==> src/rtl/tone_decoder.sv <==
// Tone period / high-time meter: synchronizes a square wave, times rising-edge spacing,
// rejects glitch periods, detects a stable (locked) tone and flags loss of signal.
module tone_decoder #(
    parameter int unsigned   BW         = 24,
    parameter logic [BW-1:0] MIN_PERIOD = 24'd4,
    parameter logic [BW-1:0] TIMEOUT    = 24'd2400000,
    parameter logic [BW-1:0] TOL        = 24'd2,
    parameter logic [7:0]    LOCK_N     = 8'd4
) (
    input  logic          clk_i,
    input  logic          rst_n_i,
    input  logic          en_i,
    input  logic          tone_i,
    output logic [BW-1:0] period_o,
    output logic [BW-1:0] high_o,
    output logic          valid_o,
    output logic          lock_o,
    output logic          timeout_o
);

    typedef enum logic {
        WAIT_RISE = 1'b0,
        MEASURE   = 1'b1
    } state_e;

    state_e state_q, state_d;

    // [0],[1] form the synchronizer, [2] is the history sample used for edge detection
    logic [2:0]    sync_q;
    logic          rise_q;
    logic          fall_q;

    logic [BW-1:0] cnt_q, cnt_d;
    logic [BW-1:0] hi_q, hi_d;
    logic [BW-1:0] period_q, period_d;
    logic [BW-1:0] high_q, high_d;
    logic          valid_q, valid_d;
    logic          lock_q, lock_d;
    logic          timeout_q, timeout_d;
    logic [7:0]    match_q, match_d;
    logic          have_prev_q, have_prev_d;

    logic [BW-1:0] cnt_inc;
    logic [BW-1:0] diff;
    logic          timeout_hit;
    logic          accept;
    logic          is_match;

    // The candidate period is cnt+1, so rising edges P cycles apart measure exactly P.
    assign cnt_inc     = cnt_q + {{(BW-1){1'b0}}, 1'b1};
    assign timeout_hit = (cnt_inc >= TIMEOUT);
    assign accept      = (cnt_inc >= MIN_PERIOD);
    assign diff        = (cnt_inc >= period_q) ? (cnt_inc - period_q) : (period_q - cnt_inc);
    assign is_match    = have_prev_q && (diff <= TOL);

    always_ff @(posedge clk_i or negedge rst_n_i) begin
        if (!rst_n_i) begin
            state_q     <= WAIT_RISE;
            sync_q      <= 3'b000;
            rise_q      <= 1'b0;
            fall_q      <= 1'b0;
            cnt_q       <= '0;
            hi_q        <= '0;
            period_q    <= '0;
            high_q      <= '0;
            valid_q     <= 1'b0;
            lock_q      <= 1'b0;
            timeout_q   <= 1'b0;
            match_q     <= 8'd0;
            have_prev_q <= 1'b0;
        end else begin
            state_q     <= state_d;
            sync_q      <= {sync_q[1:0], tone_i};
            rise_q      <= sync_q[1] & ~sync_q[2];
            fall_q      <= ~sync_q[1] & sync_q[2];
            cnt_q       <= cnt_d;
            hi_q        <= hi_d;
            period_q    <= period_d;
            high_q      <= high_d;
            valid_q     <= valid_d;
            lock_q      <= lock_d;
            timeout_q   <= timeout_d;
            match_q     <= match_d;
            have_prev_q <= have_prev_d;
        end
    end

    always_comb begin
        state_d = state_q;
        if (!en_i) begin
            state_d = WAIT_RISE;
        end else begin
            case (state_q)
                WAIT_RISE: if (rise_q) state_d = MEASURE;
                MEASURE:   if (!rise_q && timeout_hit) state_d = WAIT_RISE;
                default:   state_d = WAIT_RISE;
            endcase
        end
    end

    always_comb begin
        cnt_d       = cnt_q;
        hi_d        = hi_q;
        period_d    = period_q;
        high_d      = high_q;
        valid_d     = 1'b0;
        lock_d      = lock_q;
        timeout_d   = timeout_q;
        match_d     = match_q;
        have_prev_d = have_prev_q;

        if (!en_i) begin
            cnt_d       = '0;
            hi_d        = '0;
            lock_d      = 1'b0;
            timeout_d   = 1'b0;
            match_d     = 8'd0;
            have_prev_d = 1'b0;
        end else if (state_q == WAIT_RISE) begin
            if (rise_q) begin
                cnt_d = '0;
            end
        end else begin
            cnt_d = (cnt_q >= TIMEOUT) ? TIMEOUT : cnt_inc;
            if (fall_q) begin
                hi_d = cnt_inc;
            end
            // A rising edge takes priority over a simultaneous timeout.
            if (rise_q) begin
                cnt_d = '0;
                if (accept) begin
                    period_d    = cnt_inc;
                    high_d      = hi_q;
                    valid_d     = 1'b1;
                    timeout_d   = 1'b0;
                    have_prev_d = 1'b1;
                    if (is_match) begin
                        match_d = (match_q >= LOCK_N) ? LOCK_N : (match_q + 8'd1);
                    end else begin
                        match_d = 8'd0;
                    end
                    lock_d = (match_d == LOCK_N);
                end else begin
                    match_d = 8'd0;
                    lock_d  = 1'b0;
                end
            end else if (timeout_hit) begin
                timeout_d   = 1'b1;
                lock_d      = 1'b0;
                match_d     = 8'd0;
                have_prev_d = 1'b0;
            end
        end
    end

    assign period_o  = period_q;
    assign high_o    = high_q;
    assign valid_o   = valid_q;
    assign lock_o    = lock_q;
    assign timeout_o = timeout_q;

endmodule

==> config.mk <==
export PLATFORM = sky130hd
export DESIGN_NAME = tone_decoder
export DESIGN_NICKNAME = d
export VERILOG_FILES = /design/src/rtl/tone_decoder.sv
export SDC_FILE = /design/constraint.sdc
export NUM_CORES = 1
export LEC_CHECK = 0
export BUFFER_PORTS_ARGS = -buffer_cell sky130_fd_sc_hd__buf_2
export CORE_MARGIN = 5
export CORE_UTILIZATION = 57
export CTS_BUF_LIST = sky130_fd_sc_hd__clkbuf_4 sky130_fd_sc_hd__clkbuf_8
export DETAILED_ROUTE_END_ITERATION = 6
export PLACE_DENSITY = 0.79
export SYNTH_ARGS = -nofsm -noshare
export SYNTH_HDL_FRONTEND = slang
export SYNTH_SLANG_ARGS = --single-unit
==> constraint.sdc <==
create_clock -name clk_i -period 4.9 [get_ports clk_i]
set_clock_uncertainty 0.15 [all_clocks]
set_input_delay 0.245 -clock clk_i [delete_from_list [all_inputs] [get_ports clk_i]]
set_output_delay 0.245 -clock clk_i [all_outputs]
set_load 0.05 [all_outputs]
# Yosys cells after proc, flatten, opt, wreduce, memory -nomap -nowiden
# Cells that the tools add are included.
# classes
add_sub_neg	4
reduce_logical	7
bitwise	5
magnitude_cmp	6
n_mux	42
eq_ne	6
# ops
operator	n
two-way mux 24 bit	9
two-way mux 8 bit	11
>= comparator 24 x 22 -> 1 bit, second input constant	2
subtractor 24 bit	2
adder 24 x 1 -> 24 bit, second input constant	1
>= comparator 24 bit	1
>= comparator 24 x 3 -> 1 bit, second input constant	1
<= comparator 24 x 2 -> 1 bit, second input constant	1
two-way mux 1 bit	21
adder 8 x 1 -> 8 bit, second input constant	1
== test 8 x 3 -> 1 bit, second input constant	1
>= comparator 8 x 3 -> 1 bit, second input constant	1
inequality test 3 x 1 -> 1 bit, second input constant	2
inequality test 2 x 1 -> 1 bit, second input constant	2
AND reduction 2 bit	2
AND reduction 4 bit	1
inequality test 3 x 2 -> 1 bit, second input constant	1
inverter 1 bit	3
AND reduction 3 bit	1
AND 1 bit	2
logical AND 1 bit	2
one-hot mux 1 bit (2 select lines)	1
logical NOT 1 bit	1
# totals
ff_bits	114
input_bits	4
output_inout_bits	51

# Logic depth before layout (Yosys ltp)
# Gate-level depths: netlist of the first run.
# depth
depth_word	15
depth_mapped	21
ltp_nobuf	18

# Worst setup path after synthesis of the first run
# Ideal clock, no wire load.
# synth_timing
path_kind	register -> register
from	reg cnt_q[0]
to	reg match_q[0]
t_required_ps	4683
synth_period_minus_slack_ps	4563
setup_slack_ps	337
arrival_time_ps	4346
stages_incl_launch_ff	20
setup_time_ps	67
n_path_buf	3
path_cell_list	dfrtp_1 > ha_1 > nand3_1 > or3_1 > nor3_1 > xnor2_1 > inv_1 > ha_1 > buf_6 > o21ai_2 > a21oi_1 > or4_1 > buf_2 > buf_6 > or4_1 > o2111ai_1 > o211ai_1 > nor4_1 > and4b_1 > a41o_1
# synth_between
elab_chain_cells	14
word_cells_on_any_way	20
classes_between	add/sub (3); order compare (4); eq/ne (1); mux (10); reduce/logical (2)
# synth_lines
item	line	source
start: declaration	33	logic [BW-1:0] cnt_q, cnt_d;
start signal: assignment	76	cnt_q <= cnt_d;
adder 24 x 1 -> 24 bit (*)	50	assign cnt_inc = cnt_q + {{(BW-1){1'b0}}, 1'b1};
net cnt_inc[22]	43	logic [BW-1:0] cnt_inc;
subtractor 24 bit or >= comparator 24 bit (tied branches)	53	assign diff = (cnt_inc >= period_q) ? (cnt_inc - period_q) : (period_q - cnt_inc);
two-way mux 24 bit	53	
<= comparator 24 x 2 -> 1 bit	54	assign is_match = have_prev_q && (diff <= TOL);
logical AND 1 bit	54	
two-way mux 8 bit	137	if (is_match) begin
two-way mux 8 bit	131	if (accept) begin
two-way mux 8 bit	129	if (rise_q) begin
two-way mux 8 bit	119	end else if (state_q == WAIT_RISE) begin
two-way mux 8 bit	112	if (!en_i) begin
two-way mux 8 bit	131	
two-way mux 8 bit	129	
two-way mux 8 bit	119	
two-way mux 8 bit	112	
end signal: assignment	83	match_q <= match_d;
end: declaration	40	logic [7:0] match_q, match_d;
# The timed path passes the listed nets; every way through them passes the cells marked *. The select of a mux whose other input is x is not followed.
# A chain may end at the register's enable or synchronous reset.

# Final worst setup path of the first run
# layout_timing
from	reg cnt_q[13]
to	reg match_q[2]
# Same word-level chain as after synthesis.

==> summary.md, run 1 <==
| Metric | Value |
|---|---|
| Status | `complete, no violations` |
| Worst-path cell with the longest stage delay | `or4_1` |
| Startpoint types | `register` |
| Post-synth net total | `1,019` |
| Post-Syn Area | `8090 um^2` |
| Synth Area in Compound Gates | `23.5%` |
| Final worst-path cycle share | `96.2%` |
| NumNets Final | `1,108` |
| First DRT Iteration DRCs | `926` |
| Register area share after synthesis | `35.3%` |
| Worst endpoint data arrival time | `4950 ps` |
| Worst skew pair latency | `460 ps` |
| Required time of the critical path | `5140 ps` |
| Clk slew on worst S/H paths | `80 ps` |
| Final Hold Viols | `0` |
| Slew HR | `18.2%` |
| Avg Synthesized Cell Area | `8.41 um^2` |
| Initial DRT Pass Iterations | `6` |
| Slowest Stage Delay on Critical Path | `480 ps` |
| Post-Synth Simple-Gate Area | `18.6%` |
| Leak pwr | `0.00443 uW` |
| Routed Antenna Nets | `0` |
| Largest net degree at the start of global routing | `65` |
| Worst slew pin tran | `1220 ps` |
| Layout area overhead | `15.8%` |
| Crit Path Category | `register to register` |
| I/O pin count | `55` |
| Most frequent cells in the layout | `dfrtp_1, o21ai_0, nand2_1` |
| Synthesis Warnings | `0` |
| Port Buffer Count | `54` |
| Seq cells post-synth | `114` |
| Yosys cell types | `74` |
| Total clock sinks | `114` |
| Post-Synth Adder-Cell Area | `8.38%` |
| Via/cell ratio | `6.34` |
| Setup TNS Final | `0 ps` |
| Detailed-route wire length | `24,600 um` |
| Ys flop type | `dfrtp_1` |
| Critical Path End Type | `register` |
| Core Footprint | `13,900 um^2` |
| Initial antenna violation count | `0` |
| Fmax | `212 MHz` |
| Vias in the first global route | `7,251` |
| Post-synth EDFFs | `0` |
| # setup viols final | `0` |
| Share of cells above drive strength 1 | `19.5%` |
| Total power | `3610 uW` |
| Mux share of post-synthesis cell area | `3.48%` |
| Min cycle time layout | `4710 ps` |
| Synth Instances | `962` |
| Die W | `129 um` |
| Crit-path cells | `and4_1 -> nand4_1 -> buf_4 -> nor3_1 -> xnor2_1 -> inv_1 -> ha_1 -> nand4_2 -> nor3_2 -> or4_1 -> buf_6 -> a21oi_1 -> a21oi_1 -> a2111oi_2 -> nand4_1 -> nor4_1 -> and4b_2 -> a32o_1` |
| H-Tree Depth | `4` |
| Final Max Tran Viols | `0` |
| Routed length per placed instance | `19.7 um` |
| Commonest non-fill, non-tap cell in the layout | `dfrtp_1` |
| Global placement routability congestion | `0.974` |
| Max-cap violations | `0` |
| PwrDens | `386 nW/um^2` |
| CTS Buffer Depth | `2` |
| Global Route Usage Sum | `29.5%` |
| Final Non-Filler Cells | `1,244` |
| HPWL Detailed | `18,200 um` |
| Die height | `129 um` |
| FP Rows | `43` |
| XOR/XNOR Fraction of Synth Area | `3.90%` |
| Placed insts | `1,205` |
| Clock root cell | `clkbuf_8` |
| CTS tree | `yes` |
| Max IR drop VDD | `0.228 mV` |
| DRC viols | `0` |
| Via count of the routed design | `7,884` |
| Crit path max fanout | `24` |
| DIE AREA | `16,700 um^2` |
| Global-route wire length before repair | `38,500 um` |
| Post-synth ARST share | `100%` |
| N_diodes | `0` |
| Largest family of logic cells by synthesized area | `compound AO/OA/AOI/OAI gates` |
| Tightest Hold Check Type | `register to register` |
| Effective utilization at floorplan | `58.3%` |
| Total CTS buffers | `17` |
| Remaining global-route overflow | `0` |
[power by group]
part	internal, uW	switching, uW
clock	415	481
sequential	1010	82.1
combinational	572	1060
[final timing paths]
kind                           start          end  slack (ps)  depth (start not counted)
setup reg to reg           cnt_q[13]   match_q[2]         190                         18
max in group asynchronous    rst_n_i    cnt_q[12]        3120                          3
hold reg to reg            sync_q[0]    sync_q[1]         230                          0
min in group asynchronous    rst_n_i  period_o[5]         260                          2
hold / removal             sync_q[0]    sync_q[1]         230                          0
setup / recovery           cnt_q[13]   match_q[2]         190                         18
[area by class of cell]
type                       count  area (um^2)
sequential                   114         2860
clock buffer                  17          234
multi-input combinational    719         4780
tap                          180          225
fill                        1171         4510
inverter                      69          259
timing repair buffer         130          855
clock inverter                15          149
[critical path, delay by kind of cell (launching register included)]
kind | cells | cell delay (ps)
and+or+nand+nor | 9 | 2240
AOI/OAI and AO/OA | 4 | 730
buffers and inverters | 3 | 490
DFF | 1 | 430
adders and majority gates | 1 | 360
xor gates and xnor gates | 1 | 240
[synth_stat cells, drive strengths merged, types with 15 or more instances]
cell      n  area share [%]
nor4     15             1.2
nor2     67             3.1
dfrtp   114              35
nand4    20             1.7
buf      32             2.4
nand3    26             1.7
o21ai   102             6.4
inv      69             3.2
clkbuf   28             1.3
mux2     25             3.5
ha       51             7.9
nor3     18             1.2
xnor2    26             2.8
a21oi    82             5.1
nand2    89             4.1
[cells by family after synthesis]
group                      Yosys count
adders and majority gates           53
muxes                               25
xor gates and xnor gates            36
AOI/OAI and AO/OA                  304
buffers and inverters              129
and+or+nand+nor                    301
DFF                                114
[sequential cells by signal, indices dropped and copies added, names as in the netlist]
name and cells:
have_prev_q 1, high_o 24, sync_q 3, period_o 24
cnt_q 24, timeout_o 1, valid_o 1, fall_q 1
hi_q 24, lock_o 1, rise_q 1, state_q 1
match_q 8
[layer usage]
layer  track usage, %  vias to the layer above  share of wire, %
met3             6.10                       61               8.3
met5                0                        -                 0
met4             12.2                        0               3.9
met1             41.7                     3738                43
met2             44.3                      425                45
li1                 -                     3660                 -
[metrics by stage]
stage	worst slack, ps	utilization (%)	instance area, um^2	hold slack (ps)
finish	185	67.5	9370	232
global route	-35.5	67.5	9370	258
CTS	26.6	66.7	9260	235
detailed placement	-150	63.6	8830	213
global placement	73.7	63.6	8830	197
floorplan	337	-	8090	-201
[what timing repair did]
item                                    in CTS  in global routing
pin swaps                                    1                  3
endpoints found under the setup margin       4                  4
buffers inserted                             1                  3
hold buffers                                 3                  0
gates resized for setup                      3                 28
hold endpoints to repair                    66                  0
(Power assumes the default switching activity.)
==> run 2: changes to the inputs <==
--- a/config.mk
+++ b/config.mk
@@ -5,12 +5,14 @@
 export SDC_FILE = /design/constraint.sdc
 export NUM_CORES = 1
 export LEC_CHECK = 0
+export ABC_AREA = 1
 export BUFFER_PORTS_ARGS = -buffer_cell sky130_fd_sc_hd__buf_2
 export CORE_MARGIN = 5
-export CORE_UTILIZATION = 57
+export CORE_UTILIZATION = 58
 export CTS_BUF_LIST = sky130_fd_sc_hd__clkbuf_4 sky130_fd_sc_hd__clkbuf_8
 export DETAILED_ROUTE_END_ITERATION = 6
-export PLACE_DENSITY = 0.79
+export PLACE_DENSITY = 0.8
+export SLEW_MARGIN = 30
 export SYNTH_ARGS = -nofsm -noshare
 export SYNTH_HDL_FRONTEND = slang
 export SYNTH_SLANG_ARGS = --single-unit
==> constraint.sdc (replaced) <==
create_clock -name clk_i -period 4.9 [get_ports clk_i]
set_clock_uncertainty 0.15 [all_clocks]
set_input_delay 0.735 -clock clk_i [delete_from_list [all_inputs] [get_ports clk_i]]
set_output_delay 0.735 -clock clk_i [all_outputs]
set_load 0.05 [all_outputs]
==> run 2 against run 1 <==
Compared with the run above:
- flip-flop and latch count did not move
- area after synthesis increased by 8.9%
- critical path type unchanged
- wire length shrank 0.38%
- design area grew 4.4%
- via count increased by 8.8%
- largest cell class unchanged
- largest power group is now registers
==> summary.md, run 2 <==
| Metric | Value |
|---|---|
| First DRT Iteration DRCs | `745 (was 926)` |
| Yosys cell types | `38 (was 74)` |
| Pre-CTS setup slack | `207 ps (was -150 ps)` |
| Remaining global-route overflow | `0 (unchanged)` |
| Routed Antenna Nets | `0 (unchanged)` |
| Top cells by count, synth | `nand2_1, inv_1, dfrtp_1, nor2_1, nand3_1 (was dfrtp_1, o21ai_0, nand2_1, a21oi_1, inv_1)` |
| Synth Instances | `1,310 (was 962)` |
| Die W | `133 um (was 129 um)` |
| Startpoint types | `register (unchanged)` |
| Largest net degree at the start of global routing | `56 (was 65)` |
| Crit-path most repeated cell | `nand2_1` |
| Min setup slack post-route | `368 ps (was 185 ps)` |
| Avg Synthesized Cell Area | `6.73 um^2 (was 8.41 um^2)` |
| Post-route cell area | `9780 um^2 (was 9370 um^2)` |
| Final worst-path cycle share | `92.5% (was 96.2%)` |
| Synthesis Warnings | `0 (unchanged)` |
| Post-synth EDFFs | `0 (unchanged)` |
| FF+latch area | `2850 um^2 (was 2860 um^2)` |
| Buf/Inv on CP | `3 (unchanged)` |
| Post-synth net total | `1,367 (was 1,019)` |
| Total CTS buffers | `17 (unchanged)` |
| Global placement routability congestion | `1.06 (was 0.974)` |
| Seq cells post-synth | `114 (unchanged)` |
| DRC viols | `0 (unchanged)` |
| Effective utilization at floorplan | `58.6% (was 58.3%)` |
| Synth top area cells | `dfrtp_1, nand2_1, inv_1 (was dfrtp_1, ha_1, o21ai_0)` |
| XOR/XNOR Fraction of Synth Area | `2.30% (was 3.90%)` |
| CTS tree | `yes (unchanged)` |
| Worst-path cell with the longest stage delay | `dfrtp_1 (was or4_1)` |
| Via/cell ratio | `5.44 (was 6.34)` |
| Total clock sinks | `114 (unchanged)` |
| Fmax | `221 MHz (was 212 MHz)` |
| Post-Synth Adder-Cell Area | `7.70% (was 8.38%)` |
| Post-synth top area share | `32.4% (was 35.3%)` |
| Ys flop type | `dfrtp_1 (unchanged)` |
| Initial DRT Pass Iterations | `6 (unchanged)` |
| Post-Synth Simple-Gate Area | `32.8% (was 18.6%)` |
| Multi-input gate area | `4870 um^2 (was 4780 um^2)` |
| Crit Path Category | `register to register (unchanged)` |
| Slowest Stage Delay on Critical Path | `470 ps (was 480 ps)` |
| CTS Buffer Depth | `2 (unchanged)` |
| Synth Area in Compound Gates | `11.6% (was 23.5%)` |
| Tightest Hold Check Type | `input port to async pin (was register to register)` |
| N_diodes | `0 (unchanged)` |
| Worst endpoint data arrival time | `4760 ps (was 4950 ps)` |
| Count leader, synth | `nand2_1 (was dfrtp_1)` |
| Final Max Tran Viols | `0 (unchanged)` |
| # setup viols final | `0 (unchanged)` |
| Clk slew on worst S/H paths | `70 ps (was 80 ps)` |
| NumNets Final | `1,432 (was 1,108)` |
| Largest family of logic cells by synthesized area | `simple AND/OR/NAND/NOR gates (was compound AO/OA/AOI/OAI gates)` |
| Initial antenna violation count | `0 (unchanged)` |
| H-Tree Depth | `4 (unchanged)` |
| Slew HR | `39.3% (was 18.2%)` |
| I/O pin count | `55 (unchanged)` |
| Worst skew pair latency | `440 ps (was 460 ps)` |
| CTS Hold Bufs | `0 (was 3)` |
| Vias in the first global route | `8,319 (was 7,251)` |
| CP delay by family, top | `simple AND/OR/NAND/NOR gates (unchanged)` |
| Worst slew pin tran | `908 ps (was 1220 ps)` |
| HPWL Detailed | `19,300 um (was 18,200 um)` |
| Post-synth ARST share | `100% (unchanged)` |
| DIE AREA | `17,800 um^2 (was 16,700 um^2)` |
| PwrDens | `208 nW/um^2 (was 386 nW/um^2)` |
| Core Footprint | `15,000 um^2 (was 13,900 um^2)` |
| Share of cells above drive strength 1 | `14.9% (was 19.5%)` |
| Port Buffer Count | `54 (unchanged)` |
| Die height | `133 um (was 129 um)` |
| Final Core Density | `65.0% (was 67.5%)` |
| Via count of the routed design | `8,575 (was 7,884)` |
| Max IR drop VDD | `0.221 mV (was 0.228 mV)` |
| Global-route wire length before repair | `40,200 um (was 38,500 um)` |
| Clock root cell | `clkbuf_8 (unchanged)` |
| Status | `complete, no violations (unchanged)` |
| Crit path max fanout | `23 (was 24)` |
| Critical Path End Type | `register (unchanged)` |
| Post-Syn Area | `8810 um^2 (was 8090 um^2)` |
| FP Rows | `45 (was 43)` |
| Setup TNS Final | `0 ps (unchanged)` |
| Layout area overhead | `11.0% (was 15.8%)` |
| Final Hold Viols | `0 (unchanged)` |
| Leading area contributor after synthesis | `dfrtp_1 (unchanged)` |
| Required time of the critical path | `5130 ps (was 5140 ps)` |
| Routed length per placed instance | `15.5 um (was 19.7 um)` |
| Worst-case hold slack | `142 ps (was 232 ps)` |
| Most frequent cells in the layout | `nand2_1, inv_1, dfrtp_1 (was dfrtp_1, o21ai_0, nand2_1)` |
| Placed Area | `9260 um^2 (was 8830 um^2)` |
| Register area share after synthesis | `32.4% (was 35.3%)` |
| Global Route Usage Sum | `28.3% (was 29.5%)` |
| Min cycle time layout | `4530 ps (was 4710 ps)` |
| Max-cap violations | `0 (unchanged)` |
| # fillers | `1,341 (was 1,171)` |
| Commonest non-fill, non-tap cell in the layout | `nand2_1 (was dfrtp_1)` |
| Mux share of post-synthesis cell area | `0% (was 3.48%)` |
| Detailed-route wire length | `24,500 um (was 24,600 um)` |
| Leak pwr | `0.00547 uW (was 0.00443 uW)` |
run 2: worst paths after layout:
kind | start | to | slack [ps] | cells past startpoint
min in group clk_i | sync_q[0] | sync_q[1] | 200 | 0
max in group asynchronous | rst_n_i | match_q[2] | 3440 | 2
max reg2reg | cnt_q[0] | lock_o | 370 | 27
min reg2reg | sync_q[0] | sync_q[1] | 200 | 0
max | cnt_q[0] | lock_o | 370 | 27
min | rst_n_i | valid_o | 140 | 1
run 2: repair_timing:
item	4_1_cts	5_1_grt
resized for setup	0	9
buffers inserted	0	2
endpoints found under the setup margin	0	4
run 2: cell type report:
class,instances,area share [%]
timing repair buffer,70,4.27
inverter,260,9.98
sequential,114,29.2
clock buffer,22,3.03
clock inverter,9,1.32
tap,188,2.41
multi-input combinational,912,49.8
run 2: logic make-up after synthesis:
| kind of cell | count (synthesis) |
|---|---|
| compound gates | 169 |
| xor+xnor | 18 |
| fa+ha+maj | 53 |
| buf+inv | 284 |
| flops | 114 |
| simple gates | 672 |
run 2: where the power goes:
part | switching, uW | internal [uW]
combinational | 107 | 37.3
sequential | 3.99 | 946
clock | 383 | 558
run 2: metal layers:
layer	GRT usage [%]	wire length, um
met1	35.7	10200
met2	47.8	11800
met3	5.63	1600
met4	11.1	873
met5	0	0
run 2: per-stage QoR:
stage,cells,power [uW]
floorplan,1310,1060
global placement,1542,1110
detailed placement,1542,1110
CTS,1573,2050
global route,1575,2110
finish,1575,2030
